[src/rtl/shift_add_sequencer_if.sv]
// Handshake, configuration and result signals of the shift-and-add sequencer.
// The master modport is the producer/consumer side; the slave modport is the sequencer.
interface shift_add_sequencer_if #(
    parameter int WIDTH = 21,
    parameter int IDX_W = 2
);
    logic                    in_valid;
    logic                    in_ready;
    logic signed [WIDTH-1:0] in_data;
    logic                    base_en;

    logic                    cfg_we;
    logic [IDX_W-1:0]        cfg_idx;
    logic                    cfg_en;
    logic                    cfg_dir;
    logic                    cfg_sub;
    logic [3:0]              cfg_shamt;

    logic                    out_valid;
    logic                    out_ready;
    logic signed [WIDTH-1:0] out_data;
    logic                    out_sat;
    logic                    out_err;

    modport master (
        output in_valid, in_data, base_en,
        output cfg_we, cfg_idx, cfg_en, cfg_dir, cfg_sub, cfg_shamt,
        output out_ready,
        input  in_ready, out_valid, out_data, out_sat, out_err
    );

    modport slave (
        input  in_valid, in_data, base_en,
        input  cfg_we, cfg_idx, cfg_en, cfg_dir, cfg_sub, cfg_shamt,
        input  out_ready,
        output in_ready, out_valid, out_data, out_sat, out_err
    );
endinterface

[src/rtl/shift_add_sequencer.sv]
// Evaluates y = base + sum(+/- a shifted by k_i), one configured term per clock,
// reusing a single shifter and a single saturating adder.
//
// state | meaning
// IDLE  | in_ready high, waiting for an operand
// RUN   | applying term slot idx, MAX_TERMS cycles regardless of enables
// DONE  | out_valid high, result held until out_ready
module shift_add_sequencer #(
    parameter int WIDTH     = 21,
    parameter int MAX_TERMS = 4,
    parameter int IDX_W     = 2
) (
    input  logic                 clk,
    input  logic                 rst_n,
    shift_add_sequencer_if.slave bus
);
    typedef enum logic [1:0] {IDLE, RUN, DONE} state_t;

    typedef struct packed {
        logic       en;
        logic       dir;
        logic       sub;
        logic [3:0] shamt;
    } slot_t;

    localparam int LW = WIDTH + 16;
    localparam logic signed [WIDTH-1:0] VMAX = {1'b0, {(WIDTH-1){1'b1}}};
    localparam logic signed [WIDTH-1:0] VMIN = {1'b1, {(WIDTH-1){1'b0}}};

    state_t state_q, state_d;

    slot_t stg [MAX_TERMS];
    slot_t act [MAX_TERMS];

    logic signed [WIDTH-1:0] a_q;
    logic signed [WIDTH-1:0] acc_q;
    logic [IDX_W-1:0]        idx_q;
    logic                    sat_q;
    logic                    err_q;
    logic signed [WIDTH-1:0] out_data_q;
    logic                    out_sat_q;
    logic                    out_err_q;

    logic accept;
    logic last;
    logic in_ready;
    logic out_valid;

    slot_t                   cur;
    logic                    legal;
    logic signed [LW-1:0]    wide;
    logic signed [WIDTH-1:0] term;
    logic                    term_sat;
    logic                    term_err;
    logic signed [WIDTH:0]   sum;
    logic signed [WIDTH-1:0] acc_next;
    logic                    sum_sat;

    assign accept = bus.in_valid && in_ready;
    assign last   = (idx_q == IDX_W'(MAX_TERMS - 1));

    always_ff @(posedge clk or negedge rst_n) begin
        if (!rst_n) begin
            state_q <= IDLE;
        end else begin
            state_q <= state_d;
        end
    end

    always_comb begin
        state_d = state_q;
        case (state_q)
            IDLE:    if (bus.in_valid) state_d = RUN;
            RUN:     if (last) state_d = DONE;
            DONE:    if (bus.out_ready) state_d = IDLE;
            default: state_d = IDLE;
        endcase
    end

    always_comb begin
        in_ready  = 1'b0;
        out_valid = 1'b0;
        case (state_q)
            IDLE:    in_ready  = 1'b1;
            DONE:    out_valid = 1'b1;
            default: ;
        endcase
    end

    // Term unit: shifts the latched operand, never the accumulator.
    always_comb begin
        cur      = act[idx_q];
        term     = '0;
        term_sat = 1'b0;
        term_err = 1'b0;
        wide     = '0;
        case (cur.shamt)
            4'd3, 4'd4, 4'd6, 4'd7, 4'd8, 4'd9: legal = 1'b1;
            default:                            legal = 1'b0;
        endcase
        if (cur.en) begin
            if (!legal) begin
                term_err = 1'b1;
            end else if (cur.dir) begin
                term = a_q >>> cur.shamt;
            end else begin
                wide = {{(LW-WIDTH){a_q[WIDTH-1]}}, a_q} <<< cur.shamt;
                if (wide[LW-1:WIDTH-1] != {(LW-WIDTH+1){wide[LW-1]}}) begin
                    term_sat = 1'b1;
                    term     = wide[LW-1] ? VMIN : VMAX;
                end else begin
                    term = wide[WIDTH-1:0];
                end
            end
        end
    end

    // One guard bit is enough: both operands are WIDTH-bit values.
    always_comb begin
        if (cur.en && cur.sub) begin
            sum = {acc_q[WIDTH-1], acc_q} - {term[WIDTH-1], term};
        end else begin
            sum = {acc_q[WIDTH-1], acc_q} + {term[WIDTH-1], term};
        end
        sum_sat  = (sum[WIDTH] != sum[WIDTH-1]);
        acc_next = sum_sat ? (sum[WIDTH] ? VMIN : VMAX) : sum[WIDTH-1:0];
    end

    always_ff @(posedge clk or negedge rst_n) begin
        if (!rst_n) begin
            for (int i = 0; i < MAX_TERMS; i++) begin
                stg[i] <= '0;
                act[i] <= '0;
            end
            a_q        <= '0;
            acc_q      <= '0;
            idx_q      <= '0;
            sat_q      <= 1'b0;
            err_q      <= 1'b0;
            out_data_q <= '0;
            out_sat_q  <= 1'b0;
            out_err_q  <= 1'b0;
        end else begin
            if (bus.cfg_we) begin
                stg[bus.cfg_idx] <= '{en: bus.cfg_en, dir: bus.cfg_dir,
                                      sub: bus.cfg_sub, shamt: bus.cfg_shamt};
            end
            // Snapshot takes the pre-write staging value on a coincident write.
            if (accept) begin
                a_q   <= bus.in_data;
                acc_q <= bus.base_en ? bus.in_data : '0;
                for (int i = 0; i < MAX_TERMS; i++) begin
                    act[i] <= stg[i];
                end
                idx_q <= '0;
                sat_q <= 1'b0;
                err_q <= 1'b0;
            end else if (state_q == RUN) begin
                acc_q <= acc_next;
                sat_q <= sat_q | term_sat | sum_sat;
                err_q <= err_q | term_err;
                idx_q <= idx_q + IDX_W'(1);
                if (last) begin
                    out_data_q <= acc_next;
                    out_sat_q  <= sat_q | term_sat | sum_sat;
                    out_err_q  <= err_q | term_err;
                end
            end
        end
    end

    assign bus.in_ready  = in_ready;
    assign bus.out_valid = out_valid;
    assign bus.out_data  = out_data_q;
    assign bus.out_sat   = out_sat_q;
    assign bus.out_err   = out_err_q;
endmodule

[src/flat_wrapper.sv]
// flat-port wrapper written by rule: the top's interface ports become plain ports
module shift_add_sequencer_flat 
#(
    parameter int WIDTH     = 21,
    parameter int MAX_TERMS = 4,
    parameter int IDX_W     = 2
)
  (clk, rst_n, bus_in_valid, bus_in_data, bus_base_en, bus_cfg_we, bus_cfg_idx, bus_cfg_en, bus_cfg_dir, bus_cfg_sub, bus_cfg_shamt, bus_out_ready, bus_in_ready, bus_out_valid, bus_out_data, bus_out_sat, bus_out_err);
  shift_add_sequencer_if #(.WIDTH(WIDTH), .IDX_W(IDX_W)) bus_i ();
  input  logic clk;
  input  logic rst_n;
  input wire logic [$bits(bus_i.in_valid)-1:0] bus_in_valid;
  input wire logic [$bits(bus_i.in_data)-1:0] bus_in_data;
  input wire logic [$bits(bus_i.base_en)-1:0] bus_base_en;
  input wire logic [$bits(bus_i.cfg_we)-1:0] bus_cfg_we;
  input wire logic [$bits(bus_i.cfg_idx)-1:0] bus_cfg_idx;
  input wire logic [$bits(bus_i.cfg_en)-1:0] bus_cfg_en;
  input wire logic [$bits(bus_i.cfg_dir)-1:0] bus_cfg_dir;
  input wire logic [$bits(bus_i.cfg_sub)-1:0] bus_cfg_sub;
  input wire logic [$bits(bus_i.cfg_shamt)-1:0] bus_cfg_shamt;
  input wire logic [$bits(bus_i.out_ready)-1:0] bus_out_ready;
  output wire logic [$bits(bus_i.in_ready)-1:0] bus_in_ready;
  output wire logic [$bits(bus_i.out_valid)-1:0] bus_out_valid;
  output wire logic [$bits(bus_i.out_data)-1:0] bus_out_data;
  output wire logic [$bits(bus_i.out_sat)-1:0] bus_out_sat;
  output wire logic [$bits(bus_i.out_err)-1:0] bus_out_err;
  assign bus_i.in_valid = bus_in_valid;
  assign bus_i.in_data = bus_in_data;
  assign bus_i.base_en = bus_base_en;
  assign bus_i.cfg_we = bus_cfg_we;
  assign bus_i.cfg_idx = bus_cfg_idx;
  assign bus_i.cfg_en = bus_cfg_en;
  assign bus_i.cfg_dir = bus_cfg_dir;
  assign bus_i.cfg_sub = bus_cfg_sub;
  assign bus_i.cfg_shamt = bus_cfg_shamt;
  assign bus_i.out_ready = bus_out_ready;
  assign bus_in_ready = bus_i.in_ready;
  assign bus_out_valid = bus_i.out_valid;
  assign bus_out_data = bus_i.out_data;
  assign bus_out_sat = bus_i.out_sat;
  assign bus_out_err = bus_i.out_err;
  shift_add_sequencer #(.WIDTH(WIDTH), .MAX_TERMS(MAX_TERMS), .IDX_W(IDX_W)) u_core (.clk(clk), .rst_n(rst_n), .bus(bus_i));
endmodule
[config.mk]
export PLATFORM = sky130hd
export DESIGN_NAME = shift_add_sequencer_flat
export DESIGN_NICKNAME = d
export VERILOG_FILES = /design/src/rtl/shift_add_sequencer_if.sv /design/src/rtl/shift_add_sequencer.sv /design/src/flat_wrapper.sv
export SDC_FILE = /design/constraint.sdc
export NUM_CORES = 1
export LEC_CHECK = 0
export ABC_AREA = 1
export CORE_ASPECT_RATIO = 1.25
export CORE_MARGIN = 2
export CORE_UTILIZATION = 35
export DETAILED_ROUTE_END_ITERATION = 10
export PLACE_DENSITY = 0.58
export SLEW_MARGIN = 20
export SYNTH_ARGS = -nofsm -noshare
export SYNTH_HDL_FRONTEND = slang
export SYNTH_SLANG_ARGS = --single-unit
[constraint.sdc]
create_clock -name clk -period 7.7 [get_ports clk]
set_clock_uncertainty 0.1 [all_clocks]
set_input_delay 1.54 -clock clk [delete_from_list [all_inputs] [get_ports clk]]
set_output_delay 1.54 -clock clk [all_outputs]
set_load 0.005 [all_outputs]
==> Word level (Yosys, flattened, before mapping) <==
Index checks and enable logic that the tools add are counted.
{ "totals": {"ff_bits": 127, "in_bits": 36, "output_inout_bits": 25, "word_cells": 113} }
{ "classes": {"addsub": 3, "n_lt_le_gt_ge": 3, "n_eq_ne": 14, "shift": 2, "muxes": 36, "bitwise": 6, "n_reduce_logical": 8} }
{ "op_table": {"columns": ["cell", "n"], "rows": [
  ["$mux 21", 10],
  ["$sshl 37x4->37", 1],
  ["$bwmux 28", 1],
  ["$add 21x21->22", 1],
  ["$mux 22", 1],
  ["$sub 21x21->22", 1],
  ["$mux 7", 3],
  ["$sshr 21x4->21", 1],
  ["$ne 16x16->1", 1],
  ["$bmux 7 s2", 1],
  ["$demux 7 s2", 1],
  ["$mux 1", 13],
  ["$eq 4x3->1 const B", 3],
  ["$mux 2", 5],
  ["$eq 4x4->1 const B", 2],
  ["$ge 3x3->1 const B", 2],
  ["$not 2->3", 2],
  ["$pmux 2 s3", 1],
  ["$reduce_and 3->1", 2],
  ["$reduce_or 6->1", 1],
  ["$eq 2x2->1 const B", 2],
  ["$eq 4x2->1 const B", 1],
  ["$ne 2x2->1 const B", 2],
  ["$logic_and 1x1->1", 3],
  ["other kinds (9)", 11]
]} }

==> Depth between registers and ports, before layout <==
Gate-level depths: netlist of the first run.
{ "logic_depth": {"word_depth": 16, "mapped_depth": 53} }

==> Worst setup path before layout of the first run <==
No wires, ideal clock.
{ "synth_path": {"path_type": "register to register", "from": "register u_core.idx_q[0]", "to": "register u_core.acc_q[0]", "setup_time_ns": 0.118, "t_arrival_ns": 5.179, "t_required_ns": 7.482, "setup_slack_ns": 2.303, "stages_incl_launch_ff": 47, "path_buffers": 4, "synth_period_minus_slack_ns": 5.397, "cell_sequence": "dfrtp_1 -> buf_6 -> inv_4 -> nand2_2 -> nand3_4 -> nand2_2 -> buf_6 -> nand2_1 -> nand3_1 -> nand2_1 -> nand2_1 -> nand2_1 -> and2_1 -> nand2_1 -> a21oi_2 -> nand2_4 -> nand2_4 -> buf_4 -> [... 11 more ...] -> nand3_1 -> nand2_1 -> nand3_1 -> nand2_1 -> nand2_1 -> nand2_1 -> nand2_1 -> nand2_1 -> nand3_1 -> nand2_1 -> nand3_1 -> nand2_1 -> xor2_1 -> nand3b_2 -> buf_2 -> nand2_1 -> nand2_1 -> a21oi_2"} }
{ "synth_via": {"elab_chain_cells": 16} }
{ "synth_lines": {"columns": ["item", "line", "text"], "rows": [
  ["start, declared", "shift_add_sequencer.sv:37", "logic [IDX_W-1:0] idx_q;"],
  ["start signal, assigned", "shift_add_sequencer.sv:162", "idx_q <= idx_q + IDX_W'(1);"],
  ["$not 2->3 (implied by the code) *", "shift_add_sequencer.sv:92", "cur = act[idx_q];"],
  ["$bmux 7 s2 *", "shift_add_sequencer.sv:92", null],
  ["$mux 7 (implied by the code) * (2 in a row)", "shift_add_sequencer.sv:92", null],
  ["$sshl 37x4->37", "shift_add_sequencer.sv:107", "wide = {{(LW-WIDTH){a_q[WIDTH-1]}}, a_q} <<< cur.shamt;"],
  ["$ne 16x16->1 / $mux 21 (equally long branches)", "shift_add_sequencer.sv:108, shift_add_sequencer.sv:110", null],
  ["$mux 21", "shift_add_sequencer.sv:108", "if (wide[LW-1:WIDTH-1] != {(LW-WIDTH+1){wide[LW-1]}}) begin"],
  ["$mux 21", "shift_add_sequencer.sv:104", "end else if (cur.dir) begin"],
  ["$mux 21", "shift_add_sequencer.sv:102", "if (!legal) begin"],
  ["$mux 21", "shift_add_sequencer.sv:101", "if (cur.en) begin"],
  ["$add 21x21->22 / $sub 21x21->22 (equally long branches)", "shift_add_sequencer.sv:123, shift_add_sequencer.sv:121", null],
  ["$mux 22 *", "shift_add_sequencer.sv:120", "if (cur.en && cur.sub) begin"],
  ["$mux 21 / $ne 1x1->1 (equally long branches)", "shift_add_sequencer.sv:126, shift_add_sequencer.sv:125", null],
  ["$mux 21 *", "shift_add_sequencer.sv:126", "acc_next = sum_sat ? (sum[WIDTH] ? VMIN : VMAX) : sum[WIDTH-1:0];"],
  ["$mux 21 *", "shift_add_sequencer.sv:158", "end else if (state_q == RUN) begin"],
  ["$mux 21 *", "shift_add_sequencer.sv:149", "if (accept) begin"],
  ["end signal, assigned", "shift_add_sequencer.sv:151", "acc_q <= bus.base_en ? bus.in_data : '0;"],
  ["end signal, assigned", "shift_add_sequencer.sv:159", "acc_q <= acc_next;"],
  ["end, declared", "shift_add_sequencer.sv:36", "logic signed [WIDTH-1:0] acc_q;"]
]} }
Every way passes the cells marked *; elsewhere a longest branch is shown, timed or not. The select of a mux whose other input is x is not followed.
A chain may end at the register's enable or synchronous reset.

==> Worst setup path in the final report of the first run <==
{ "layout_path": {"from": "register u_core.idx_q[0]", "to": "register u_core.out_sat_q, in the netlist u_core.bus.out_sat"} }
{ "layout_via": {"elab_chain_cells": 14} }
{ "layout_lines": {"columns": ["item", "line", "text"], "rows": [
  ["$not 2->3 (implied by the code)", "shift_add_sequencer.sv:92", null],
  ["$bmux 7 s2", "shift_add_sequencer.sv:92", null],
  ["$mux 7 (implied by the code) (2 in a row)", "shift_add_sequencer.sv:92", null],
  ["$sshl 37x4->37", "shift_add_sequencer.sv:107", null],
  ["$ne 16x16->1 / $mux 21 (equally long branches)", "shift_add_sequencer.sv:108, shift_add_sequencer.sv:110", null],
  ["$mux 21", "shift_add_sequencer.sv:108", null],
  ["$mux 21", "shift_add_sequencer.sv:104", null],
  ["$mux 21", "shift_add_sequencer.sv:102", null],
  ["$mux 21", "shift_add_sequencer.sv:101", null],
  ["$add 21x21->22 / $sub 21x21->22 (equally long branches)", "shift_add_sequencer.sv:123, shift_add_sequencer.sv:121", null],
  ["$mux 22", "shift_add_sequencer.sv:120", null],
  ["$ne 1x1->1", "shift_add_sequencer.sv:125", "sum_sat = (sum[WIDTH] != sum[WIDTH-1]);"],
  ["$or 1x1->1", "shift_add_sequencer.sv:165", "out_sat_q <= sat_q | term_sat | sum_sat;"],
  ["end signal, assigned", "shift_add_sequencer.sv:165", null],
  ["end, declared", "shift_add_sequencer.sv:41", "logic out_sat_q;"]
]} }
Several ways; a longest one is shown, not always the timed one. The select of a mux whose other input is x is not followed.

==> flow_metrics.env, run 1 <==
export IMPL_outcome="complete, no violations"
export IMPL_nets=1526
export IMPL_fin_crit_sh_pct=88.7
export IMPL_worst_pin_slew_ns=0.961
export IMPL_syn_area_per_cell_um2=6.66
export IMPL_drc=0
export IMPL_diodes=0
export IMPL_gp_congestion=0.905
export IMPL_track_usage_pct=20.1
export IMPL_worstPathRequired_ns=7.88
export IMPL_multi_input_area_um2=5530
export IMPL_worst_setup_path_start_kind="register"
export IMPL_finalSetupViolations=0
export IMPL_grt_antenna_before_repair=0
export IMPL_viasPerCell=5.01
export IMPL_fmax_mhz=146
export IMPL_cts_root_buf="clkbuf_16"
export IMPL_cts_buffers=17
export IMPL_cts_sinks=127
export IMPL_drv_cap=0
export IMPL_grt_max_degree=93
export IMPL_ant_nets=0
export IMPL_cts_tree="built"
export IMPL_drive_gt1_share_pct=9.20
export IMPL_synth_edf_count=0
export IMPL_port_buffers=60
export IMPL_dp_hpwl_um=21900
export IMPL_synth_seq_area_share_pct=33.1
export IMPL_place_ws_ns=0.554
export IMPL_drt_wl_total_um=28500
export IMPL_grt_pass1_wl_um=46700
export IMPL_nFillCells=2871
export IMPL_critical_path_slowest_cell="dfrtp_1"
export IMPL_hold_path_class="reg2reg"
export IMPL_syn_inst=1443
export IMPL_critical_path_class="reg2reg"
export IMPL_worstPathMaxFanout=29
export IMPL_grt_overflow=0
export IMPL_layout_common_cells="500 x nand2_1, 139 x nand3_1, 138 x inv_1, 127 x dfrtp_1, 124 x o21ai_0"
export IMPL_rows=67
export IMPL_cp_slowest_stage_delay_ns=0.50
export IMPL_final_common_cell="nand2_1"
export IMPL_critPathTopFamily="simple AND/OR/NAND/NOR gates"
export IMPL_die_w_um=152
export IMPL_hold_worst_slack_ns=0.368
export IMPL_setup_tns_ns=0
export IMPL_regArea_um2=3180
export IMPL_setup_worst_path_end_class="register"
export IMPL_syn2layout_area_growth_pct=14.5
export IMPL_synthFlopType="dfrtp_1"
export IMPL_ctsLongestPathBuffers=2
export IMPL_die_h_um=189
export IMPL_finalHoldViolCount=0
export IMPL_netlist_area_um2=9610
export IMPL_start_util_pct=35.7
export IMPL_boundaryPins=61
export IMPL_cpMostUsedCell="nand2_1"
export IMPL_grt_setup_unrepaired="false"
export IMPL_vias=9126
export IMPL_firstDrtPassIters=5
export IMPL_coreArea_um2=26900
export IMPL_dpl_cell_area_um2=10400
export IMPL_design_area_um2=11000
export IMPL_ys_seq_elements=127
export IMPL_yosys_warnings=0
export IMPL_cp_arrival_ns=7.01
export IMPL_async_flop_share_pct=100
export IMPL_drtIter0Drc=523
export IMPL_worst_path_buf_inv=2
export IMPL_clk_pin_slew_ns=0.07
export IMPL_grt_pass1_vias=8961
export IMPL_relSlewSlack_pct=35.9
export IMPL_worstSkewPairLatency_ns=0.43
export IMPL_die_area_um2=28800
export IMPL_drv_slew=0
export IMPL_synth_distinct_cells=48
export IMPL_period_minus_slack_ns=6.83
export IMPL_syn_nets=1504
export IMPL_htreeDepth=4
export IMPL_wl_per_cell_um=15.7
export IMPL_layout_setup_ws_ns=0.870
-- path summary, 6_finish.rpt --
path	cells after the start	end	slack, ns	start
setup / recovery	41	u_core.bus.out_sat	0.87	u_core.idx_q[0]
setup reg to reg	41	u_core.bus.out_sat	0.87	u_core.idx_q[0]
min in group asynchronous	1	u_core.acc_q[13]	1.06	rst_n
max in group asynchronous	2	u_core.stg[9]	4.97	rst_n
hold reg to reg	2	u_core.act[14]	0.37	u_core.stg[14]
hold / removal	2	u_core.act[14]	0.37	u_core.stg[14]
-- per-layer routing --
metal | global-route usage, % | vias to the layer above | share of wire [%]
met2 | 36.0 | 237 | 50
met5 | 0 | - | 0
met3 | 3.32 | 65 | 4.1
met1 | 24.0 | 4148 | 42
li1 | - | 4676 | -
met4 | 8.30 | 0 | 4.1
-- what timing repair did --
item / in CTS / in global routing
hold endpoints to repair: 0 / 0
gates resized for setup: 0 / 8
hold buffers: 0 / 0
endpoints found under the setup margin: 0 / 42
setup buffers: 0 / 0
-- area by class of cell --
class	instances	share of cell area (%)
Clock inverter	14	1.27
Tap cell	345	3.92
Timing Repair Buffer	75	6.49
Inverter	149	5.15
Sequential cell	127	28.9
Clock buffer	18	3.99
Multi-Input combinational cell	1095	50.3
-- flip-flops by register name, summed over array words and instances, names as in the netlist --
name                 count
u_core.stg              28
u_core.bus.out_data     21
u_core.idx_q             2
u_core.err_q             1
u_core.state_q           2
u_core.act              28
u_core.bus.out_err       1
u_core.a_q              21
u_core.acc_q            21
u_core.bus.out_sat       1
u_core.sat_q             1
-- logic make-up after synthesis --
| family | synth area share, % |
|---|---|
| DFF | 33.1 |
| buffers and inverters | 9.77 |
| xor gates and xnor gates | 3.65 |
| muxes | 0.208 |
| AOI/OAI and AO/OA | 14.0 |
| and+or+nand+nor | 35.9 |
| adders and majority gates | 3.33 |
-- worst min-delay path, stage by stage (launching register included) --
cell and delay (ns):
dfrtp_1 0.34, nand2_1 0.05, nand2_1 0.04
-- synthesized netlist by cell type (all sizes together), types with 2 or more instances --
master / count / area (um2)
and2: 2 / 12.5
inv: 148 / 561
o22ai: 2 / 12.5
o31ai: 4 / 30.0
a21oi: 64 / 392
nor2: 80 / 310
o221ai: 5 / 43.8
mux2i: 2 / 20.0
o211ai: 5 / 37.5
o21ai: 137 / 693
nand3b: 15 / 116
dfrtp: 127 / 3180
or2: 21 / 131
xnor2: 11 / 96.3
nand3: 151 / 831
a31oi: 7 / 43.8
nand2: 517 / 2000
ha: 24 / 300
nor3: 4 / 20.0
o21a: 3 / 22.5
a32oi: 2 / 25.0
clkbuf: 35 / 131
xor2: 29 / 254
buf: 37 / 243
o21bai: 3 / 22.5
nand4: 2 / 27.5
-- metrics by stage --
stage          util, %  instances
4_1_cts           40.7       1823
3_5_place_dp      38.6       1791
5_1_grt           40.9       1823
6_report          40.9       1823
2_1_floorplan        -       1443
3_3_place_gp      38.6       1791
Power of run 1 is not shown: default switching activity piles up to over one toggle a cycle in this logic, so the estimate is an artifact.
==> inputs of run 2 (changes only) <==
CTS_CLUSTER_SIZE = 40   (was not set)
==> results of run 2 <==
No change in the layout: final DEF, timing and power equal those of run 1.
Power of run 2 is left out for the same reason.
==> inputs of run 3 (changes only) <==
HOLD_SLACK_MARGIN = 0.15   (was not set)
==> results of run 3 <==
No change in the layout: final DEF, timing and power equal those of run 1.
Power of run 3 is left out for the same reason.
